### config.mk
export PLATFORM = sky130hd
export DESIGN_NAME = r22sdf_seq
export DESIGN_NICKNAME = d
export VERILOG_FILES = /design/src/rtl/r22sdf_seq.sv
export SDC_FILE = /design/constraint.sdc
export NUM_CORES = 1
export LEC_CHECK = 0
export BUFFER_PORTS_ARGS = -buffer_cell sky130_fd_sc_hd__buf_2
export CORE_MARGIN = 2
export CORE_UTILIZATION = 25
export DETAILED_ROUTE_END_ITERATION = 16
export HOLD_SLACK_MARGIN = 0.1
export SLEW_MARGIN = 20
export SYNTH_ARGS = -nofsm -noshare
export SYNTH_HDL_FRONTEND = slang
export SYNTH_SLANG_ARGS = --single-unit
### constraint.sdc
create_clock -name clk -period 5.75 [get_ports clk]
set_clock_uncertainty 0.15 [all_clocks]
set_input_delay 0.8625 -clock clk [delete_from_list [all_inputs] [get_ports clk]]
set_output_delay 0.8625 -clock clk [all_outputs]
set_load 0.005 [all_outputs]
### src/rtl/r22sdf_seq.sv
// Sequencer for an R22SDF FFT pipe: gates samples into the pipe, pads partial
// frames with zeros on flush, drains the pipe latency and tags pipe outputs
// with valid/last and their natural frequency index.

// Watches the outstanding-frame bookkeeping of r22sdf_seq.
module r22sdf_seq_chk #(
  parameter int OW = 2
) (
  input logic          clk,
  input logic          rst,
  input logic          inc,
  input logic          dec,
  input logic          idle_entry,
  input logic [OW-1:0] outst,
  input logic [OW-1:0] outst_nxt
);
  // Flag an underflow, and a drain that returns to idle with frames still in flight.
  always @(posedge clk) begin
    if (!rst) begin
      assert (!(dec && !inc && (outst == {OW{1'b0}})));
      assert (!idle_entry || (outst_nxt == {OW{1'b0}}));
    end
  end
endmodule

module r22sdf_seq #(
  parameter int STG = 2,
  parameter int LAT = 16
) (
  input  logic             clk,
  input  logic             rst,
  input  logic             in_valid,
  output logic             in_ready,
  input  logic             flush,
  output logic             fft_en,
  output logic             fft_sync,
  output logic             fft_zero,
  output logic             out_valid,
  output logic [2*STG-1:0] out_idx,
  output logic             out_last,
  output logic             busy
);
  localparam int IW  = 2 * STG;
  localparam int LEN = 1 << IW;
  localparam int LW  = $clog2(LAT + 1);
  localparam int OW  = $clog2(LAT / LEN + 3);

  localparam logic [IW-1:0] IZERO = {IW{1'b0}};
  localparam logic [IW-1:0] ILAST = {IW{1'b1}};
  localparam logic [LW-1:0] LZERO = {LW{1'b0}};
  localparam logic [LW-1:0] LATV  = LW'(LAT);
  localparam logic [LW-1:0] FLAST = LW'(LAT - 1);
  localparam logic [OW-1:0] OZERO = {OW{1'b0}};

  typedef enum logic [1:0] {
    S_IDLE  = 2'd0,
    S_RUN   = 2'd1,
    S_PAD   = 2'd2,
    S_FLUSH = 2'd3
  } state_e;

  state_e        state_r, state_nxt_s;
  logic [IW-1:0] icnt_r;
  logic [IW-1:0] ocnt_r;
  logic [LW-1:0] lcnt_r;
  logic [LW-1:0] fcnt_r;
  logic [OW-1:0] outst_r, outst_nxt_s;
  logic          flush_pend_r;

  logic rdy_s, en_s, zero_s;
  logic accept_s, inc_s, primed_s, ov_s, last_s, sync_s, idle_entry_s;

  // Output index is the bit-reversed output counter (pipe emits bit-reversed order).
  function automatic logic [IW-1:0] bitrev(input logic [IW-1:0] v);
    logic [IW-1:0] r;
    r = IZERO;
    for (int i = 0; i < IW; i++) begin
      r[i] = v[IW-1-i];
    end
    return r;
  endfunction

  // Next state plus the per-state handshake and pipe-enable controls; reset forces everything quiet.
  always_comb begin
    state_nxt_s = state_r;
    rdy_s       = 1'b0;
    en_s        = 1'b0;
    zero_s      = 1'b0;
    if (rst) begin
      state_nxt_s = S_IDLE;
    end else begin
      case (state_r)
        S_IDLE: begin
          rdy_s = ~flush_pend_r;
          en_s  = in_valid & rdy_s;
          if (en_s) begin
            state_nxt_s = S_RUN;
          end else begin
            state_nxt_s = S_IDLE;
          end
        end
        S_RUN: begin
          rdy_s = ~flush_pend_r;
          en_s  = in_valid & rdy_s;
          // The cycle after a flush is latched decides between padding and draining.
          if (flush_pend_r) begin
            if (icnt_r == IZERO) begin
              state_nxt_s = S_FLUSH;
            end else begin
              state_nxt_s = S_PAD;
            end
          end else begin
            state_nxt_s = S_RUN;
          end
        end
        S_PAD: begin
          en_s   = 1'b1;
          zero_s = 1'b1;
          if (icnt_r == ILAST) begin
            state_nxt_s = S_FLUSH;
          end else begin
            state_nxt_s = S_PAD;
          end
        end
        S_FLUSH: begin
          en_s   = 1'b1;
          zero_s = 1'b1;
          if (fcnt_r == FLAST) begin
            state_nxt_s = S_IDLE;
          end else begin
            state_nxt_s = S_FLUSH;
          end
        end
        default: begin
          state_nxt_s = S_IDLE;
        end
      endcase
    end
  end

  // Frame bookkeeping derived from the counters and this cycle's enable.
  always_comb begin
    accept_s     = in_valid & rdy_s;
    inc_s        = accept_s & (icnt_r == IZERO);
    primed_s     = (lcnt_r == LATV);
    ov_s         = en_s & primed_s & ((outst_r != OZERO) | inc_s);
    last_s       = ov_s & (ocnt_r == ILAST);
    sync_s       = en_s & (icnt_r == ILAST);
    idle_entry_s = (state_r == S_FLUSH) & (state_nxt_s == S_IDLE);
    case ({inc_s, last_s})
      2'b10:   outst_nxt_s = outst_r + 1'b1;
      2'b01:   outst_nxt_s = outst_r - 1'b1;
      default: outst_nxt_s = outst_r;
    endcase
  end

  // Drive the ports; index and busy are held at zero while reset is asserted.
  always_comb begin
    in_ready  = rdy_s;
    fft_en    = en_s;
    fft_zero  = zero_s;
    fft_sync  = sync_s;
    out_valid = ov_s;
    out_last  = last_s;
    if (rst) begin
      out_idx = IZERO;
      busy    = 1'b0;
    end else begin
      out_idx = bitrev(ocnt_r);
      busy    = (state_r != S_IDLE);
    end
  end

  // State register.
  always_ff @(posedge clk) begin
    if (rst) begin
      state_r <= S_IDLE;
    end else begin
      state_r <= state_nxt_s;
    end
  end

  // Input-frame position; restarted on return to idle so a new session begins a fresh frame.
  always_ff @(posedge clk) begin
    if (rst || idle_entry_s) begin
      icnt_r <= IZERO;
    end else if (en_s) begin
      icnt_r <= icnt_r + 1'b1;
    end else begin
      icnt_r <= icnt_r;
    end
  end

  // Pipe fill level (saturating at the latency) and cycles spent draining.
  always_ff @(posedge clk) begin
    if (rst || idle_entry_s) begin
      lcnt_r <= LZERO;
      fcnt_r <= LZERO;
    end else begin
      if (en_s && (lcnt_r != LATV)) begin
        lcnt_r <= lcnt_r + 1'b1;
      end else begin
        lcnt_r <= lcnt_r;
      end
      if (state_r == S_FLUSH) begin
        fcnt_r <= fcnt_r + 1'b1;
      end else begin
        fcnt_r <= LZERO;
      end
    end
  end

  // Output position within a frame and the count of real frames still in the pipe.
  always_ff @(posedge clk) begin
    if (rst) begin
      ocnt_r  <= IZERO;
      outst_r <= OZERO;
    end else begin
      if (ov_s) begin
        ocnt_r <= ocnt_r + 1'b1;
      end else begin
        ocnt_r <= ocnt_r;
      end
      outst_r <= outst_nxt_s;
    end
  end

  // Flush request latch; a flush alongside an accept still counts, idle flushes are dropped.
  always_ff @(posedge clk) begin
    if (rst || idle_entry_s) begin
      flush_pend_r <= 1'b0;
    end else if (flush && ((state_r == S_RUN) || accept_s)) begin
      flush_pend_r <= 1'b1;
    end else begin
      flush_pend_r <= flush_pend_r;
    end
  end

  r22sdf_seq_chk #(.OW(OW)) u_chk (
    .clk        (clk),
    .rst        (rst),
    .inc        (inc_s),
    .dec        (last_s),
    .idle_entry (idle_entry_s),
    .outst      (outst_r),
    .outst_nxt  (outst_nxt_s)
  );
endmodule

# Word-level counts from Yosys, hierarchy flattened
# Cells that the tools add are included.
# classes
muxes	16
reduce_logical	13
add_sub_neg	6
n_shift	0
eq_ne	10
order_cmp	0
bitwise	11
div_mod_pow	0
n_mul	0
# op_table
cell	n
$add 5x1->5 const B	2
$mux 1	9
$add 4x1->4 const B	2
$and 1x1->1	8
$eq 4x4->1 const B	2
$pmux 2 s4	1
$eq 2x2->1 const B	3
$mux 2	3
$reduce_bool 2->1	3
$reduce_or 2->1	3
$eq 5x4->1 const B	1
$eq 5x5->1 const B	1
$ne 5x5->1 const B	1
$eq 2x1->1 const B	2
$logic_not 2->1	2
$logic_not 4->1	1
$mux 4	1
$pmux 2 s2	1
$add 2x1->2 const B	1
$logic_and 1x1->1	2
$logic_or 1x1->1	2
$not 1->1	2
$pmux 1 s2	1
$sub 2x1->2 const B	1
$or 1x1->1	1
# totals
mem_bits_ro	0
ff_bits	23
output_inout_bits	11
mem_count	0
latchBits	0
word_cells	63
mem_bits_rw	0

# Depth between registers and ports, before layout
# Gate-level depths: netlist (run 1).
# logic_depth
depth_word	11
ltp_mapped	10

# Worst setup path after synthesis (run 1)
# No wires, ideal clock.
# synth_timing
path_kind	input to output
from	input port rst
to	output port out_last
slack_ns	2.933
stages	4
t_required_ns	4.738
arrival_ns	1.804
n_path_buf	0
cell_sequence	nor3_4 a311oi_2 or3_4 nor2_1
# synth_between
elab_chain_cells	6
elab_cells_between_ends	8
classes_between	mux: 2; bitwise: 6
# synth_lines
item	line	rtl
from (decl)	31	input logic rst,
$mux 1	89	if (rst) begin
$and 1x1->1	143	accept_s = in_valid & rdy_s;
$and 1x1->1	144	inc_s = accept_s & (icnt_r == IZERO);
$or 1x1->1	146	ov_s = en_s & primed_s & ((outst_r != OZERO) | inc_s);
$and 1x1->1 (*)	146	
$and 1x1->1 (*)	147	last_s = ov_s & (ocnt_r == ILAST);
to (decl)	40	output logic out_last,
# Mark *: on every way between the ends. The rest lies on a longest branch, timed or not.

# Final worst setup path (run 1)
# Ends and elaborated chain as after synthesis.

==> results of run 1 <==
## critical path: stages
cell and delay (ns):
buf_2 0.20, nor3_4 0.23, a311oi_2 0.17, or3_4 0.44, nor2_1 0.17, buf_2 0.14
## registers in the layout, indices dropped and copies added (netlist names)
register,count
state_r,2
flush_pend_r,1
fcnt_r,5
lcnt_r,5
ocnt_r,4
icnt_r,4
outst_r,2
## per-stage QoR
step	hold WS [ns]	utilization (%)	worst slack [ns]	instances
after floorplan	0.268	-	2.93	134
after global placement	0.285	28.4	2.58	199
after detailed placement	0.291	28.4	2.51	199
after CTS	0.312	29.4	2.52	203
after global routing	0.329	29.4	2.44	203
final	0.306	29.4	2.53	203
## synth_stat cells, types with 2 or more instances
cell and n:
and2_1 2, xor2_1 6, a31oi_1 2, nand3_1 8
nand2_1 5, xnor2_1 5, a21oi_1 4, and2b_1 3
dfxtp_1 23, o21ai_0 3, clkbuf_1 3, o2111ai_1 3
mux2_2 2, inv_1 10, ha_1 8, nor2_1 23
nor2b_1 2, a211oi_1 2, mux2i_1 2
## power breakdown
part	internal, mW	total (mW)	switching, mW
Combinational	0.0153	0.0342	0.0189
Sequential	0.164	0.172	0.00790
Clock	0.0484	0.101	0.0527
Total	0.228	0.307	0.0795
## area by class of cell
type | instances | area, um^2 | share of cell area, %
clock inverter | 1 | 5.00 | 0.365
sequential | 23 | 460 | 33.6
clock buffer | 3 | 41.3 | 3.01
inverter | 11 | 41.3 | 3.01
multi-input combinational | 97 | 684 | 50.0
timing repair buffer | 14 | 70.1 | 5.11
tap | 54 | 67.6 | 4.93
## logic make-up after synthesis
family                     count (synthesis)
AOI/OAI and AO/OA                         20
xor gates and xnor gates                  11
adders and majority gates                  8
buffers and inverters                     14
DFF                                       23
muxes                                      5
and+or+nand+nor                           53
## routing by layer
metal	vias up	global-route usage [%]
met4	0	3.09
met2	13	15.2
met5	-	0
met3	2	3.73
li1	489	-
met1	419	12.1
## final timing paths
path | from | end | slack, ns
max | rst | out_last | 2.53
min | fcnt_r[0] | fcnt_r[0] | 0.31
max reg2reg | icnt_r[0] | outst_r[1] | 3.15
min reg2reg | fcnt_r[0] | fcnt_r[0] | 0.31
==> flow_summary.yaml, run 1 <==
synthesis:
  synthFlopType: "dfxtp_1"
  synth-simple-area-share_pct: 23.8
  syn_area_um2: 1200
  postSynthCellCount: 134
  synth.area.top_cells: "dfxtp_1 38%, ha_1 8.4%, nor2_1 7.2%"
  synthMuxAreaShare_pct: 4.81
  synth_top_area_cell: "dfxtp_1"
  yosysUniqueCellTypes: 37
  ys_seq_elements: 23
  async_reset_ff_share_pct: 0
  yosysSeqAreaShare_pct: 38.5
  synth_edf_count: 0
  yosysWarnings: 0
  synth_top_family_by_area: "simple AND/OR/NAND/NOR gates"
  synthAdderAreaFrac_pct: 8.36
  synth_fp_nets: 146
  synth-xor-area-share_pct: 8.05
  synth_compound_area_share_pct: 12.1
  synth_top_area_share_pct: 38.5
  synth_area_per_cell_um2: 8.94
layout:
  n_antenna_cell: 0
  fillCellCount: 506
  layout.nets: 162
  drive_gt1_share_pct: 17.4
  finalInstanceArea_um2: 1370
  area_delta_synth_final_pct: 14.4
  most-common-layout-cells: "23 x nor2_1, 23 x dfxtp_1, 14 x buf_2"
pwr:
  p_leak_nw: 0.564
  p_per_area_nw_per_um2: 224
  p_total_uw: 307
  vdd_ir_drop_max_uv: 102
die:
  die_height_um: 73.2
  core_area_um2: 4660
  core.rowCount: 25
  dieArea_um2: 5360
  start_util_pct: 25.7
  die-width_um: 73.2
  ios: 15
clock_tree:
  clock_latency_ns: 0.26
  post_cts.repair.setup_buffers: 0
  clockBufferDepth: 2
  cts_tree: "done"
  clock_sinks: 23
  htree_levels: 1
  cts-root-buf: "clkbuf_8"
  cts_hold_buf: 0
  ctsResizeCount: 0
  path_clk_slew_ns: 0.08
  cts_buffers: 3
detailed_routing:
  drc: 0
  first_iter_violations: 12
  vias: 923
  route.top_layer_used: "met4"
  drt-met1-wl_mm: 1.11
  ant_nets: 0
  post_drt_wl_per_cell_um: 11.1
  routed_via_density: 4.55
  drtPass1Iterations: 4
  wl_met3_um: 113
  dr_wl_met2_mm: 1.00
  wirelength_mm: 2.25
critical_path:
  critPathMaxFanout: 16
  cp-end-kind: "primary output"
  required_ns: 4.74
  cp.arrival_ns: 2.21
  critPathKind: "input pin to primary output"
  worstSetupStartpointType: "input pin"
  worst_r2r_path_depth: 9
grt:
  overflow: 0
  grt.total_usage_pct: 9.67
  grt_max_degree: 17
  antenna_found_initial: 0
  grt_first_pass_wirelength_mm: 3.99
  grt_pass1_vias: 885
sta:
  tns_ns: 0
  worst_pin_slew_ns: 0.569
  fmax_mhz: 310
  final.min_clock_period_ns: 3.22
  period_share_pct: 56.1
  finalHoldViolCount: 0
  slew_violations: 0
  setup_viol: 0
  rsz0062_at_grt: "no"
  max_slew_margin_pct: 62.0
placement:
  io_buffers: 14
  dp.final_hpwl_mm: 1.67
  gp_congestion: 0.830
  dpl_cell_area_um2: 1320
run:
  cap_viol_max_count: 0
min_path:
  min_path_cells: 1
  hp-class: "flip-flop to flip-flop"
outcome:
  status: "finished clean"
Power figures use the tool's default switching activity.
==> run 2, diff against run 1 <==
- clock period: 5.75 -> 2.7 ns (I/O delays scaled with it)
==> run 2 against run 1 <==
Compared with the run above: sequential power increased by 110%; total power increased by 120%; global-route usage about the same; worst hold slack got worse by 0.0037 ns; critical path depth increased by 3; core utilization increased by 0.83 points; register-to-register slack got worse by 3.0 ns; die area unchanged; combinational power increased by 130%; via count increased by 3.0%; count of clock-buffer cells in the layout unchanged; setup slack got worse by 2.3 ns.
==> flow_summary.yaml, run 2 (synthesis results as in run 1) <==
pwr:
  p_leak_nw: 0.586
  vdd_ir_drop_max_uv: 313
  p_per_area_nw_per_um2: 471
critical_path:
  reg2reg_to: "outst_r[1]"
  cp.arrival_ns: 2.57
  critPathSlowestCell: "or3_4"
  cp_cell_sequence: "inv_1 > ha_1 > nor3b_4 > a311oi_2 > or3_4 > nor2_2 > ha_1 > or3_1 > a21oi_1"
  worst_r2r_path_depth: 9
  ff2ff_setup_slack_ns: 0.19
  cp-end-kind: "flip-flop"
  cpMostUsedCell: "ha_1"
  critical_path.top_delay_family: "simple AND/OR/NAND/NOR gates"
  crit_start: "icnt_r[0]"
  crit_buf_inv: 1
  r2r_start: "icnt_r[0]"
  cp_slowest_stage_delay_ns: 0.44
  critPathKind: "flip-flop to flip-flop"
  worstSetupStartpointType: "flip-flop"
  required_ns: 2.75
  critPathMaxFanout: 4
detailed_routing:
  drc: 0
  post_drt_wl_per_cell_um: 11.2
  routed_via_density: 4.59
  vias: 951
  drtPass1Iterations: 4
  wirelength_mm: 2.32
  ant_nets: 0
  first_iter_violations: 41
outcome:
  status: "finished clean"
die:
  start_util_pct: 25.7
  core_area_um2: 4660
  die_height_um: 73.2
  ios: 15
  dieArea_um2: 5360
  core.rowCount: 25
  die-width_um: 73.2
min_path:
  holdPathEnd: "fcnt_r[0]"
  hp-class: "flip-flop to flip-flop"
  hp-start: "fcnt_r[0]"
  min_path_cells: 1
grt:
  overflow: 0
  antenna_found_initial: 0
  grt_first_pass_wirelength_mm: 3.99
  grt.total_usage_pct: 9.67
  grt_pass1_vias: 867
  grt_max_degree: 16
clock_tree:
  cts_hold_buf: 0
  post_cts.repair.setup_buffers: 0
  cts_tree: "done"
  ctsResizeCount: 0
  htree_levels: 1
  cts-root-buf: "clkbuf_8"
  path_clk_slew_ns: 0.09
  clockBufferDepth: 2
  clock_latency_ns: 0.27
  clock_sinks: 23
  cts_buffers: 3
sta:
  fmax_mhz: 398
  rsz0062_at_grt: "no"
  max_slew_margin_pct: 78.0
  worst_pin_slew_ns: 0.330
  tns_ns: 0
  finalHoldViolCount: 0
  final.min_clock_period_ns: 2.51
  setup_viol: 0
  fin_hold_ws_ns: 0.302
  period_share_pct: 93.1
  slew_violations: 0
layout:
  n_antenna_cell: 0
  most-common-layout-cells: "23 x dfxtp_1, 22 x nor2_1, 14 x buf_2"
  drive_gt1_share_pct: 20.3
  final_common_cell: "dfxtp_1"
  area_delta_synth_final_pct: 17.7
  layout.nets: 166
  reg_top3: "fcnt_r (5), lcnt_r (5)"
  fillCellCount: 486
  stdcell_count: 207
placement:
  dp.final_hpwl_mm: 1.76
  gp_congestion: 0.743
  io_buffers: 14
  placed_cells: 203
run:
  cap_viol_max_count: 0
[run 2: cell count changes in the layout (fill, tap and decap cells not counted), sizes merged]
| cell | change |
|---|---|
| buf | +4 |
[run 2: worst max path at each step]
stage / endpoint / slack, ns / cells after the start
after global placement: outst_r[1] / 0.27 / 9
after floorplan: outst_r[1] / 0.29 / 9
after detailed placement: outst_r[1] / 0.13 / 9
after CTS: outst_r[1] / 0.12 / 9
after global routing: outst_r[1] / 0.03 / 9
final: outst_r[1] / 0.19 / 9
[run 2: layout make-up]
| cell class | count | area [um^2] | area share [%] |
|---|---|---|---|
| Timing Repair Buffer | 18 | 100 | 7.10 |
| Sequential cell | 23 | 460 | 32.7 |
| Clock inverter | 1 | 5.00 | 0.355 |
| Multi-Input combinational cell | 97 | 693 | 49.2 |
| Clock buffer | 3 | 41.3 | 2.93 |
| Tap cell | 54 | 67.6 | 4.80 |
| Inverter | 11 | 41.3 | 2.93 |
[run 2: worst register-to-register path: stages (launching register included)]
cell	delay (ns)
dfxtp_1	0.35
inv_1	0.07
ha_1	0.14
nor3b_4	0.22
a311oi_2	0.16
or3_4	0.44
nor2_2	0.15
ha_1	0.27
or3_1	0.36
a21oi_1	0.14
[run 2: stage by stage]
stage / instance area (um^2) / power (mW) / setup WS (ns) / utilization, %
6_report: 1410 / 0.663 / 0.186 / 30.2
5_1_grt: 1410 / 0.703 / 0.0315 / 30.2
4_1_cts: 1400 / 0.674 / 0.122 / 30.0
3_5_place_dp: 1350 / 0.451 / 0.135 / 29.0
3_3_place_gp: 1350 / 0.450 / 0.269 / 29.0
2_1_floorplan: 1200 / 0.427 / 0.293 / -
[run 2: report_power, final]
part / switching (mW) / leakage, nW / internal (mW)
combinational: 0.0423 / 0.374 / 0.0373
clock: 0.115 / 0.0255 / 0.103
sequential: 0.0154 / 0.186 / 0.350
total: 0.173 / 0.586 / 0.490
[run 2: layer usage]
| metal | global-route usage [%] | up-vias | wire length, um |
|---|---|---|---|
| li1 | - | 495 | - |
| met1 | 13.1 | 439 | 1150 |
| met2 | 14.1 | 15 | 1020 |
| met3 | 3.59 | 2 | 122 |
| met4 | 3.09 | 0 | 26 |
| met5 | 0 | - | 0 |
==> run 3, diff against run 2 <==
- clock period: 2.7 -> 2.95 ns (I/O delays scaled with it)
==> run 3 against run 2 <==
Compared with the run above: sequential share of layout area up 0.38 points; global-route usage down 0.30 points; setup slack better by 0.22 ns; sequential power down 8.8%; combinational power down 11%; clock power down 9.1%; cell area down 1.2%; count of clock-buffer cells in the layout unchanged; final cell count down 0.48%; critical endpoint unchanged; largest cell class unchanged.
==> flow_summary.yaml, run 3 (synthesis results as in run 1) <==
outcome:
  status: "finished clean"
sta:
  setup_viol: 0
  tns_ns: 0
  slew_violations: 0
  final.min_clock_period_ns: 2.55
  fmax_mhz: 393
  finalHoldViolCount: 0
  max_slew_margin_pct: 78.2
  period_share_pct: 86.3
  rsz0062_at_grt: "no"
  worst_pin_slew_ns: 0.322
detailed_routing:
  wirelength_mm: 2.22
  routed_via_density: 4.47
  post_drt_wl_per_cell_um: 10.8
  drtPass1Iterations: 4
  vias: 920
  first_iter_violations: 30
  drc: 0
  ant_nets: 0
clock_tree:
  clock_sinks: 23
  cts_buffers: 3
  htree_levels: 1
  cts_hold_buf: 0
  clockBufferDepth: 2
  cts-root-buf: "clkbuf_8"
  post_cts.repair.setup_buffers: 0
  path_clk_slew_ns: 0.08
  cts_tree: "done"
  clock_latency_ns: 0.27
  ctsResizeCount: 0
critical_path:
  crit_start: "icnt_r[0]"
  required_ns: 3.00
  cp-end-kind: "flip-flop"
  critical_path.top_delay_family: "simple AND/OR/NAND/NOR gates"
  critPathMaxFanout: 4
  cp_cell_sequence: "inv_1 > ha_1 > nor3b_2 > a311oi_2 > or3_4 > nor2_1 > ha_1 > or3_1 > a21oi_1"
  cpMostUsedCell: "ha_1"
  cp.arrival_ns: 2.60
  critPathSlowestCell: "or3_4"
  cp_slowest_stage_delay_ns: 0.43
  critPathKind: "flip-flop to flip-flop"
  r2r_start: "icnt_r[0]"
  worstSetupStartpointType: "flip-flop"
  crit_buf_inv: 1
die:
  ios: 15
  dieArea_um2: 5360
  start_util_pct: 25.7
  core_area_um2: 4660
  die-width_um: 73.2
  die_height_um: 73.2
  core.rowCount: 25
grt:
  grt_max_degree: 15
  grt_pass1_vias: 856
  overflow: 0
  grt.total_usage_pct: 9.37
  antenna_found_initial: 0
  grt_first_pass_wirelength_mm: 3.86
layout:
  most-common-layout-cells: "23 x nor2_1, 23 x dfxtp_1, 14 x buf_2"
  layout.nets: 165
  area_delta_synth_final_pct: 16.3
  reg_top3: "fcnt_r (5), lcnt_r (5)"
  post-route-util_pct: 29.9
  drive_gt1_share_pct: 19.1
  n_antenna_cell: 0
  fillCellCount: 487
pwr:
  p_per_area_nw_per_um2: 432
  switchingPower_uw: 156
  p_leak_nw: 0.578
  clockPowerShare_pct: 33.0
  switching_share_pct: 26.0
  cellInternalPower_uw: 446
  p_total_uw: 602
  vdd_ir_drop_max_uv: 180
  power_frac_seq_pct: 55.3
  power_frac_comb_pct: 11.7
placement:
  gp_congestion: 0.781
  io_buffers: 14
  dp.final_hpwl_mm: 1.73
run:
  cap_viol_max_count: 0
min_path:
  hp-class: "flip-flop to flip-flop"
  hp-start: "fcnt_r[0]"
[run 3: cell type report]
| type | count | area (um^2) | area share [%] |
|---|---|---|---|
| Multi-Input combinational cell | 97 | 684 | 49.1 |
| Sequential cell | 23 | 460 | 33.1 |
| Timing Repair Buffer | 17 | 92.6 | 6.65 |
| Tap cell | 54 | 67.6 | 4.85 |
| Clock buffer | 3 | 41.3 | 2.96 |
| Inverter | 11 | 41.3 | 2.96 |
| Clock inverter | 1 | 5.00 | 0.359 |
[run 3: worst paths after layout]
check / endpoint / slack (ns) / depth (start not counted)
worst max-delay path: outst_r[1] / 0.40 / 9
worst max register to register: outst_r[1] / 0.40 / 9
worst min-delay path: fcnt_r[0] / 0.30 / 1
worst min register to register: fcnt_r[0] / 0.30 / 1
[run 3: per-layer routing]
layer / global-route usage (%) / up-vias / share of wire (%)
met5: 0 / - / 0
met4: 1.85 / 0 / 0.36
met3: 3.59 / 3 / 4.9
met2: 13.9 / 13 / 41
met1: 13.0 / 413 / 53
li1: - / 491 / -
[run 3: power by group through the flow]
stage	clock network, mW	logic, mW	registers (mW)
after floorplan	0	0.0544	0.336
after global placement	0	0.0709	0.340
after detailed placement	0	0.0710	0.340
after CTS	0.208	0.0714	0.333
after global routing	0.223	0.0806	0.335
final	0.199	0.0705	0.333
[run 3: metrics by stage]
stage          instance area (um^2)  hold slack [ns]  worst slack, ns  instances
6_report                       1390            0.301            0.405        206
5_1_grt                        1390            0.328            0.216        206
4_1_cts                        1390            0.303            0.383        206
3_5_place_dp                   1350            0.290            0.388        202
3_3_place_gp                   1350            0.284            0.438        202
2_1_floorplan                  1200            0.268            0.543        134
